**config.mk**
```make
export PLATFORM = sky130hd
export DESIGN_NAME = rca_arbiter_flat
export DESIGN_NICKNAME = d
export VERILOG_FILES = /design/src/rtl/cpu_pkg.sv /design/src/rtl/rca_arbiter_if.sv /design/src/rtl/rca_arbiter_rca.sv /design/src/rtl/rca_arbiter.sv /design/src/flat_wrapper.sv
export SDC_FILE = /design/constraint.sdc
export NUM_CORES = 1
export LEC_CHECK = 0
export CAP_MARGIN = 0
export CORE_UTILIZATION = 38
export DETAILED_ROUTE_END_ITERATION = 6
export PLACE_DENSITY = 0.78
export SETUP_SLACK_MARGIN = 0.1
export SLEW_MARGIN = 20
export SYNTH_ARGS = -nofsm -noshare
export SYNTH_HDL_FRONTEND = slang
export SYNTH_SLANG_ARGS = --single-unit
```
**constraint.sdc**
```tcl
create_clock -name clk -period 5.2 [get_ports clk]
set_input_delay 1.04 -clock clk [delete_from_list [all_inputs] [get_ports clk]]
set_output_delay 1.04 -clock clk [all_outputs]
set_load 0.03 [all_outputs]
```
**src/rtl/cpu_pkg.sv**
```systemverilog
// Shared CPU datapath constants and types.
// Holds the data width, requester ID encodings, arbitration modes and the
// result-slot state type used by the shared-adder arbiter.
package cpu_pkg;

    localparam int DATA_W = 4;

    localparam logic ID_REQ0 = 1'b0;
    localparam logic ID_REQ1 = 1'b1;

    localparam int PRIO_RR    = 0;
    localparam int PRIO_FIXED = 1;

    // Slot state is carried directly by rsp_valid.
    typedef enum logic {
        ST_EMPTY = 1'b0,
        ST_FULL  = 1'b1
    } slot_state_t;

endpackage

```
**src/rtl/rca_arbiter_if.sv**
```systemverilog
// Request/response bundle between the two adder requesters, the consumer
// and the shared-adder arbiter.
//   req0/a0/b0, req1/a1/b1 : requests with operands (held until granted)
//   gnt0/gnt1              : combinational accept for each requester
//   rsp_valid/rsp_id/rsp_sum : one-entry result slot
//   rsp_ready              : consumer takes the result this cycle
// master = requesters + consumer side, slave = arbiter side.
interface rca_arbiter_if;
    import cpu_pkg::*;

    logic              req0;
    logic [DATA_W-1:0] a0;
    logic [DATA_W-1:0] b0;
    logic              gnt0;
    logic              req1;
    logic [DATA_W-1:0] a1;
    logic [DATA_W-1:0] b1;
    logic              gnt1;
    logic              rsp_valid;
    logic              rsp_id;
    logic [DATA_W-1:0] rsp_sum;
    logic              rsp_ready;

    modport master (
        output req0, a0, b0, req1, a1, b1, rsp_ready,
        input  gnt0, gnt1, rsp_valid, rsp_id, rsp_sum
    );

    modport slave (
        input  req0, a0, b0, req1, a1, b1, rsp_ready,
        output gnt0, gnt1, rsp_valid, rsp_id, rsp_sum
    );

endinterface

```
**src/rtl/rca_arbiter_rca.sv**
```systemverilog
// Shared ripple-carry adder, DATA_W bits, carry-out discarded.
//   a, b : operands
//   sum  : (a + b) mod 2**DATA_W
module rca
    import cpu_pkg::*;
(
    input  logic [DATA_W-1:0] a,
    input  logic [DATA_W-1:0] b,
    output logic [DATA_W-1:0] sum
);

    // Only the carries feeding a sum bit are built; the final carry-out
    // has no consumer.
    logic [DATA_W-1:0] carry;

    assign carry[0] = 1'b0;

    for (genvar i = 0; i < DATA_W; i++) begin : g_bit
        assign sum[i] = a[i] ^ b[i] ^ carry[i];
        if (i < DATA_W - 1) begin : g_carry
            assign carry[i+1] = (a[i] & b[i]) | (carry[i] & (a[i] ^ b[i]));
        end
    end

endmodule

```
**src/rtl/rca_arbiter.sv**
```systemverilog
// Two-requester arbiter in front of the shared ripple-carry adder.
// Grants at most one request per cycle, feeds the winner's operands to the
// adder and registers the sum with the winner's ID into a one-entry slot
// that honours consumer backpressure.
//   clk, rst : clock, synchronous active-high reset
//   bus      : rca_arbiter_if.slave (requests, grants, result slot)
//   PRIO_MODE: PRIO_RR alternates on contention, PRIO_FIXED favours req0
//
// state    | meaning
// ---------+-------------------------------------------
// ST_EMPTY | slot free, rsp_valid = 0
// ST_FULL  | slot holds a sum for rsp_id, rsp_valid = 1
module rca_arbiter
    import cpu_pkg::*;
#(
    parameter int PRIO_MODE = PRIO_RR
)
(
    input  logic         clk,
    input  logic         rst,
    rca_arbiter_if.slave bus
);

    slot_state_t       state_q;
    slot_state_t       state_d;
    logic              last_id_q;
    logic              id_q;
    logic [DATA_W-1:0] sum_q;

    logic              free;
    logic              pick1;
    logic              gnt0;
    logic              gnt1;
    logic              accept;
    logic [DATA_W-1:0] op_a;
    logic [DATA_W-1:0] op_b;
    logic [DATA_W-1:0] add_sum;

    always_comb begin
        free    = 1'b0;
        pick1   = 1'b0;
        gnt0    = 1'b0;
        gnt1    = 1'b0;
        accept  = 1'b0;
        state_d = state_q;

        // A draining consumer frees the slot in the same cycle, so a new
        // result can replace it without a bubble.
        free  = (state_q == ST_EMPTY) || bus.rsp_ready;
        pick1 = bus.req1 &&
                (!bus.req0 || (PRIO_MODE == PRIO_RR && last_id_q == ID_REQ0));

        // Reset suppresses grants so no accept lands during reset.
        gnt0   = !rst && free && bus.req0 && !pick1;
        gnt1   = !rst && free && pick1;
        accept = gnt0 || gnt1;

        case (state_q)
            ST_EMPTY: if (accept) state_d = ST_FULL;
            ST_FULL:  if (!accept && bus.rsp_ready) state_d = ST_EMPTY;
            default:  state_d = ST_EMPTY;
        endcase
    end

    // Idle cycles leave the mux on requester 0; the value is unused.
    assign op_a = gnt1 ? bus.a1 : bus.a0;
    assign op_b = gnt1 ? bus.b1 : bus.b0;

    rca u_rca (
        .a   (op_a),
        .b   (op_b),
        .sum (add_sum)
    );

    always_ff @(posedge clk) begin
        if (rst) begin
            state_q   <= ST_EMPTY;
            sum_q     <= '0;
            id_q      <= ID_REQ0;
            last_id_q <= ID_REQ1;
        end else begin
            state_q <= state_d;
            if (accept) begin
                sum_q     <= add_sum;
                id_q      <= gnt1 ? ID_REQ1 : ID_REQ0;
                last_id_q <= gnt1 ? ID_REQ1 : ID_REQ0;
            end
        end
    end

    assign bus.gnt0      = gnt0;
    assign bus.gnt1      = gnt1;
    assign bus.rsp_valid = (state_q == ST_FULL);
    assign bus.rsp_id    = id_q;
    assign bus.rsp_sum   = sum_q;

endmodule

```
**src/flat_wrapper.sv**
```systemverilog
// flat-port wrapper written by rule: the top's interface ports become plain ports
module rca_arbiter_flat import cpu_pkg::*;
#(
    parameter int PRIO_MODE = PRIO_RR
)
  (clk, rst, bus_req0, bus_a0, bus_b0, bus_req1, bus_a1, bus_b1, bus_rsp_ready, bus_gnt0, bus_gnt1, bus_rsp_valid, bus_rsp_id, bus_rsp_sum);
  rca_arbiter_if bus_i ();
  input  logic clk;
  input  logic rst;
  input wire logic [$bits(bus_i.req0)-1:0] bus_req0;
  input wire logic [$bits(bus_i.a0)-1:0] bus_a0;
  input wire logic [$bits(bus_i.b0)-1:0] bus_b0;
  input wire logic [$bits(bus_i.req1)-1:0] bus_req1;
  input wire logic [$bits(bus_i.a1)-1:0] bus_a1;
  input wire logic [$bits(bus_i.b1)-1:0] bus_b1;
  input wire logic [$bits(bus_i.rsp_ready)-1:0] bus_rsp_ready;
  output wire logic [$bits(bus_i.gnt0)-1:0] bus_gnt0;
  output wire logic [$bits(bus_i.gnt1)-1:0] bus_gnt1;
  output wire logic [$bits(bus_i.rsp_valid)-1:0] bus_rsp_valid;
  output wire logic [$bits(bus_i.rsp_id)-1:0] bus_rsp_id;
  output wire logic [$bits(bus_i.rsp_sum)-1:0] bus_rsp_sum;
  assign bus_i.req0 = bus_req0;
  assign bus_i.a0 = bus_a0;
  assign bus_i.b0 = bus_b0;
  assign bus_i.req1 = bus_req1;
  assign bus_i.a1 = bus_a1;
  assign bus_i.b1 = bus_b1;
  assign bus_i.rsp_ready = bus_rsp_ready;
  assign bus_gnt0 = bus_i.gnt0;
  assign bus_gnt1 = bus_i.gnt1;
  assign bus_rsp_valid = bus_i.rsp_valid;
  assign bus_rsp_id = bus_i.rsp_id;
  assign bus_rsp_sum = bus_i.rsp_sum;
  rca_arbiter #(.PRIO_MODE(PRIO_MODE)) u_core (.clk(clk), .rst(rst), .bus(bus_i));
endmodule
```
After elaboration in Yosys (flattened, before gate mapping)
Cells that the tools add are included.

storage, ports and cells
  word-level logic and storage cells = 39
  register bits = 7
  output and inout bits = 8
  input bits = 21

cells by class
  reduce and logical (&&, ||, !) cells = 13
  bitwise gates (word level) = 16
  muxes and demuxes = 6

operators by type and width
  cell                                number
  4-bit two-way mux                   2
  1-bit bitwise XOR                   7
  1-bit logical AND                   6
  1-bit bitwise AND                   5
  1-bit zero test                     4
  1-bit logical OR                    3
  1-bit two-way mux                   3
  1-bit NOT                           2
  1-bit OR                            2
  1-bit case mux with 2 select lines  1

Logic depth before layout (Yosys ltp)
  word-level depth = 11
  gate-level depth with buffers = 13

By module
Synthesis repeated with hierarchy kept, for this count alone.

second synthesis, totals
  cell total of the unflattened synthesis = 44
  area, all modules = 474.2 µm²

by module, submodules not included
  module       area each (µm²)  cells each  times used
  rca_arbiter  397.9            40          1
  rca          76.3             4           1

Worst setup path after synthesis
OpenSTA, ideal clock, no wires.

  path type = input to register
  start = input rst
  end = register u_core.sum_q[3] (netlist: u_core.bus.rsp_sum[3])
  arrival time = 2.975 ns
  stages = 13
  path buffers = 2
  path slack = 2.095 ns
  required time = 5.070 ns
  cells stage by stage = buf_4 inv_2 and3_4 buf_6 mux2_1 ha_1 inv_1 fa_1 inv_1 fa_1 inv_1 o2111a_1 a211oi_2

between the ends
  word-level cells in the longest chain between the ends = 10
  elaborated cells between the ends (all ways) = 19
  classes of those cells = 2 x mux; 11 x bitwise; 6 x reduce/logical

RTL lines
  item                                                    RTL line                              RTL
  from (decl)                                             flat_wrapper.sv:9                     input logic rst;
  1-bit zero test *                                       rca_arbiter.sv:55                     gnt1 = !rst && free && pick1;
  1-bit logical AND * (2 in series)                       rca_arbiter.sv:55
  net bus_gnt1                                            flat_wrapper.sv:18                    output wire logic [$bits(bus_i.gnt1)-1:0] bus_gnt1;
  4-bit two-way mux (on tied branches)                    rca_arbiter.sv:66, rca_arbiter.sv:67
  1-bit bitwise AND or 1-bit bitwise XOR (tied branches)  rca_arbiter_rca.sv:21                 assign carry[i+1] = (a[i] & b[i]) | (carry[i] & (a[i] ^ b[i]));
  1-bit bitwise AND                                       rca_arbiter_rca.sv:21
  1-bit OR                                                rca_arbiter_rca.sv:21
  1-bit bitwise AND                                       rca_arbiter_rca.sv:21
  1-bit OR                                                rca_arbiter_rca.sv:21
  1-bit bitwise XOR                                       rca_arbiter_rca.sv:19                 assign sum[i] = a[i] ^ b[i] ^ carry[i];
  to (signal assigned)                                    rca_arbiter.sv:84                     sum_q <= add_sum;
  to (decl)                                               rca_arbiter.sv:28                     logic [DATA_W-1:0] sum_q;

The timed path passes the listed nets; every way through them passes the cells marked *.
A chain may end at the register's enable or synchronous reset.

Worst setup path in the final report
  start = input rst
  end = output bus_gnt1

between the ends
  word-level cells in the longest chain between the ends = 3

RTL lines
  item                             RTL line
  1-bit zero test                  rca_arbiter.sv:55
  1-bit logical AND (2 in series)  rca_arbiter.sv:55
  to (decl)                        flat_wrapper.sv:18

No other way between the ends.

==> metrics.md <==
| Metric | Value |
|---|---|
| Run status | finished, final reports clean |
| Drt initial violations | 8 |
| Switching power as a share of total power | 0.305 |
| Post-CTS Setup Repair Bufs | 0 |
| Clock tree from TritonCTS | built |
| Average vias per placed instance | between 5 and 6 |
| Pwr/cell area | around 220 nW/um2 |
| Placement Rows | 12 |
| Prevailing post-synth register cell | sky130_fd_sc_hd__dfxtp_1 |
| Initial core utilization | 0.427 |
| Switching pwr | between 0.05 and 0.06 mW |
| Clock sink count | 7 |
| Vertical die dimension | about 38 um |
| GR Overflow Total | 0 |
| Portion of the post-synthesis area used by sequential elements | 0.284 |
| Total routing resource utilization after global routing | 0.194 |
| I/O Buffers | 28 |
| Pin count of the biggest net entering global routing | 11 |
| Worst Clk Skew | roughly 0.0014 ns |
| Arrival time worst endpoint | roughly 2.7 ns |
| Pre-CTS setup slack | ~1.4 ns |
| Fraction of power consumed by sequential logic | 0.349 |
| Combinational share of power | 0.368 |
| Cell area after technology mapping | between 400 and 500 um2 |
| Number of maximum-capacitance violations | 0 |
| Startpoint of the tightest hold check path | u_core.bus.rsp_sum[1] |
| Setup TNS | 0 ns |
| Unique cell type count in the Yosys netlist | 29 |
| Number of detailed-routing iterations run before antenna repair | 4 |
| Worst slew slack as a fraction of its limit | 0.741 |
| Global-route wire length before repair | approximately 1800 um |
| Area growth from synthesis to layout | 61.8% |
| Share of synthesized registers carrying an async set or reset | 0 |
| Depth of the most critical reg-to-reg path | 11 |
| Maximum clock insertion buffer count | 2 |
| YS warnings | 0 |
| Internal | 0.123 mW |
| Share of the clock period used by the worst path after layout | 0.725 |
| Worst R2R Start | u_core.last_id_q |
| Total I/O pin count | 29 |
| Critical Path RT | approximately 4.2 ns |
| GPL Wtd Cong | 0.763 |
| Wire length after detailed routing | about 1100 um |
| Fin nets | ~110 |
| Number of register bits inferred by synthesis | 7 |
| Leakage | 0.316 nW |
| Kind of critical path | in2out |
| CTS-repair resized insts | 0 |
| Hold buffer count at cts | 0 |
| Maximum level of the CTS H-tree | 1 |
| Core outline area | between 1000 and 1500 um2 |
| Largest stage delay on the critical path | a little under 0.7 ns |
| Hold depth | 2 |
| Final hold viol count | 0 |
| Setup slack of the worst register-to-register path | ~2.8 ns |
| Cell with the biggest individual delay on the critical path | sky130_fd_sc_hd__clkdlybuf4s50_1 |
| Path category of the worst min-delay check | reg2reg |
| Final critical-path required period | between 3 and 4 ns |
| Maximum fanout count along the critical path | 10 |
| Root cell of the clock tree | sky130_fd_sc_hd__clkbuf_4 |
| Number of nets produced by synthesis | between 70 and 80 |
| Post-route DRC | 0 |
| Antenna violations before repair | 0 |
| Via count of the first global-routing pass | between 400 and 500 |
| Transition at the pin with the smallest max-transition slack | between 0.3 and 0.4 ns |
| Worst IR Drop VDD | 0.161 mV |
| Crit start category | input pin |
| Number of CTS-inserted buffers | 3 |
| Post-DR wirelength/cell | around 12 um |
| Post-synthesis area per instance | between 9 and 10 um2 |
| CP Cell Sequence | clkdlybuf4s50_1 > inv_2 > and3_4 > clkdlybuf4s50_1 |
| CP Capture Type | output pin |
| Final number of setup-violating endpoints | 0 |
| Setup repair after global routing missed its margin | false |
| Clock slew at reported path FFs | 0.05 ns |
| Pins Over Slew Limit | 0 |
| Fraction of final layout cells sized beyond drive strength 1 | 0.148 |
| PnR worst setup slack | between 1 and 1.5 ns |
| Post-Synthesis Cells | 51 |
| Total die area | 1450 um2 |
| Antenna diode count | 0 |
| Estimated wirelength of the detail-placed design | between 900 and 1000 um |
| Critical Path Source | rst |
| Highest Clock Rate | ~270 MHz |
| Clk pwr share | 0.283 |
| Overall via count from detail_route | approximately 480 |
| Worst path most repeated cell | sky130_fd_sc_hd__clkdlybuf4s50_1 |
| Die X | 38.1 um |
| Number of flops mapped to enable cells by yosys | 0 |
| Later-pin clock latency in the skew report | ~0.26 ns |
| Antenna-violating nets left | 0 |
-- Yosys cell counts, drive strengths merged (2+ instances only) --
master  count  share of area
dfxtp       7           0.28
o21ai       3          0.030
a211oi      2          0.041
fa          2          0.081
nand2       2          0.015
mux2        4          0.091
mux2i       4          0.081
nor3        2          0.030
inv         5          0.038
buf         2          0.038
nor2        5          0.038
-- power by group through the flow --
| stage | registers (mW) | logic [mW] | clock network, mW |
|---|---|---|---|
| floorplan | 0.0713 | 0.0282 | 0 |
| global placement | 0.0627 | 0.0649 | 0 |
| detailed placement | 0.0629 | 0.0659 | 0 |
| CTS | 0.0618 | 0.0661 | 0.0519 |
| global route | 0.0622 | 0.0713 | 0.0553 |
| finish | 0.0618 | 0.0653 | 0.0501 |
-- sequential cells by signal, indices dropped and copies added (netlist names) --
name,flops
u_core.bus.rsp_sum,4
u_core.last_id_q,1
u_core.bus.rsp_id,1
u_core.bus.rsp_valid,1
-- kinds of logic after synthesis --
group	count (synthesis)	share of synthesized area
and+or+nand+nor	14	0.172
buffers and inverters	7	0.0759
adders and majority gates	3	0.106
AOI/OAI and AO/OA	10	0.154
xor gates and xnor gates	2	0.0354
DFF	7	0.284
muxes	8	0.172
-- per-layer routing --
layer  vias to the layer above  track usage  part of all wire
li1                        241            -                 -
met1                       217        0.219              0.43
met2                        16        0.297              0.50
met3                         4       0.0930             0.053
met4                         0        0.107             0.021
met5                         -            0                 0
-- worst max-delay path, delay by kind of cell --
kind / cells / cell delay (ns)
buffers and inverters: 3 / 1.41
and+or+nand+nor: 1 / 0.27
-- layout by cell type, fill, tap and decap left out, drive strengths merged, types with 2 or more instances in the layout --
cell           synthesis  final
a211oi                 2      2
clkbuf                 0      4
clkdlybuf4s50          0     28
dfxtp                  7      7
fa                     2      2
inv                    5      5
mux2                   4      4
mux2i                  4      4
nand2                  2      2
nor2                   5      5
nor3                   2      2
o21ai                  3      3
-- area by class of cell --
cell class / instances / area (um2)
clock buffer: 4 / 26.3
fill: 101 / 357
inverter: 5 / 18.8
multi-input combinational: 37 / 317
sequential: 7 / 140
tap: 14 / 17.5
timing repair buffer: 28 / 280
-- worst paths after layout --
path | end
worst max-delay path | bus_gnt1
worst min-delay path | u_core.bus.rsp_sum[1]
worst max register to register | u_core.bus.rsp_sum[3]
worst min register to register | u_core.bus.rsp_sum[1]
-- stage by stage --
| step | instances | hold WS (ns) | cell area, um2 | utilization | power, mW |
|---|---|---|---|---|---|
| 2_1_floorplan | 51 | 0.482 | 494 | - | 0.0995 |
| 3_3_place_gp | 91 | 0.473 | 773 | 0.669 | 0.128 |
| 3_5_place_dp | 91 | 0.497 | 773 | 0.669 | 0.129 |
| 4_1_cts | 95 | 0.504 | 800 | 0.692 | 0.180 |
| 5_1_grt | 95 | 0.527 | 800 | 0.692 | 0.189 |
| 6_report | 95 | 0.502 | 800 | 0.692 | 0.177 |
Note: power is estimated with default switching activity, not from simulation.
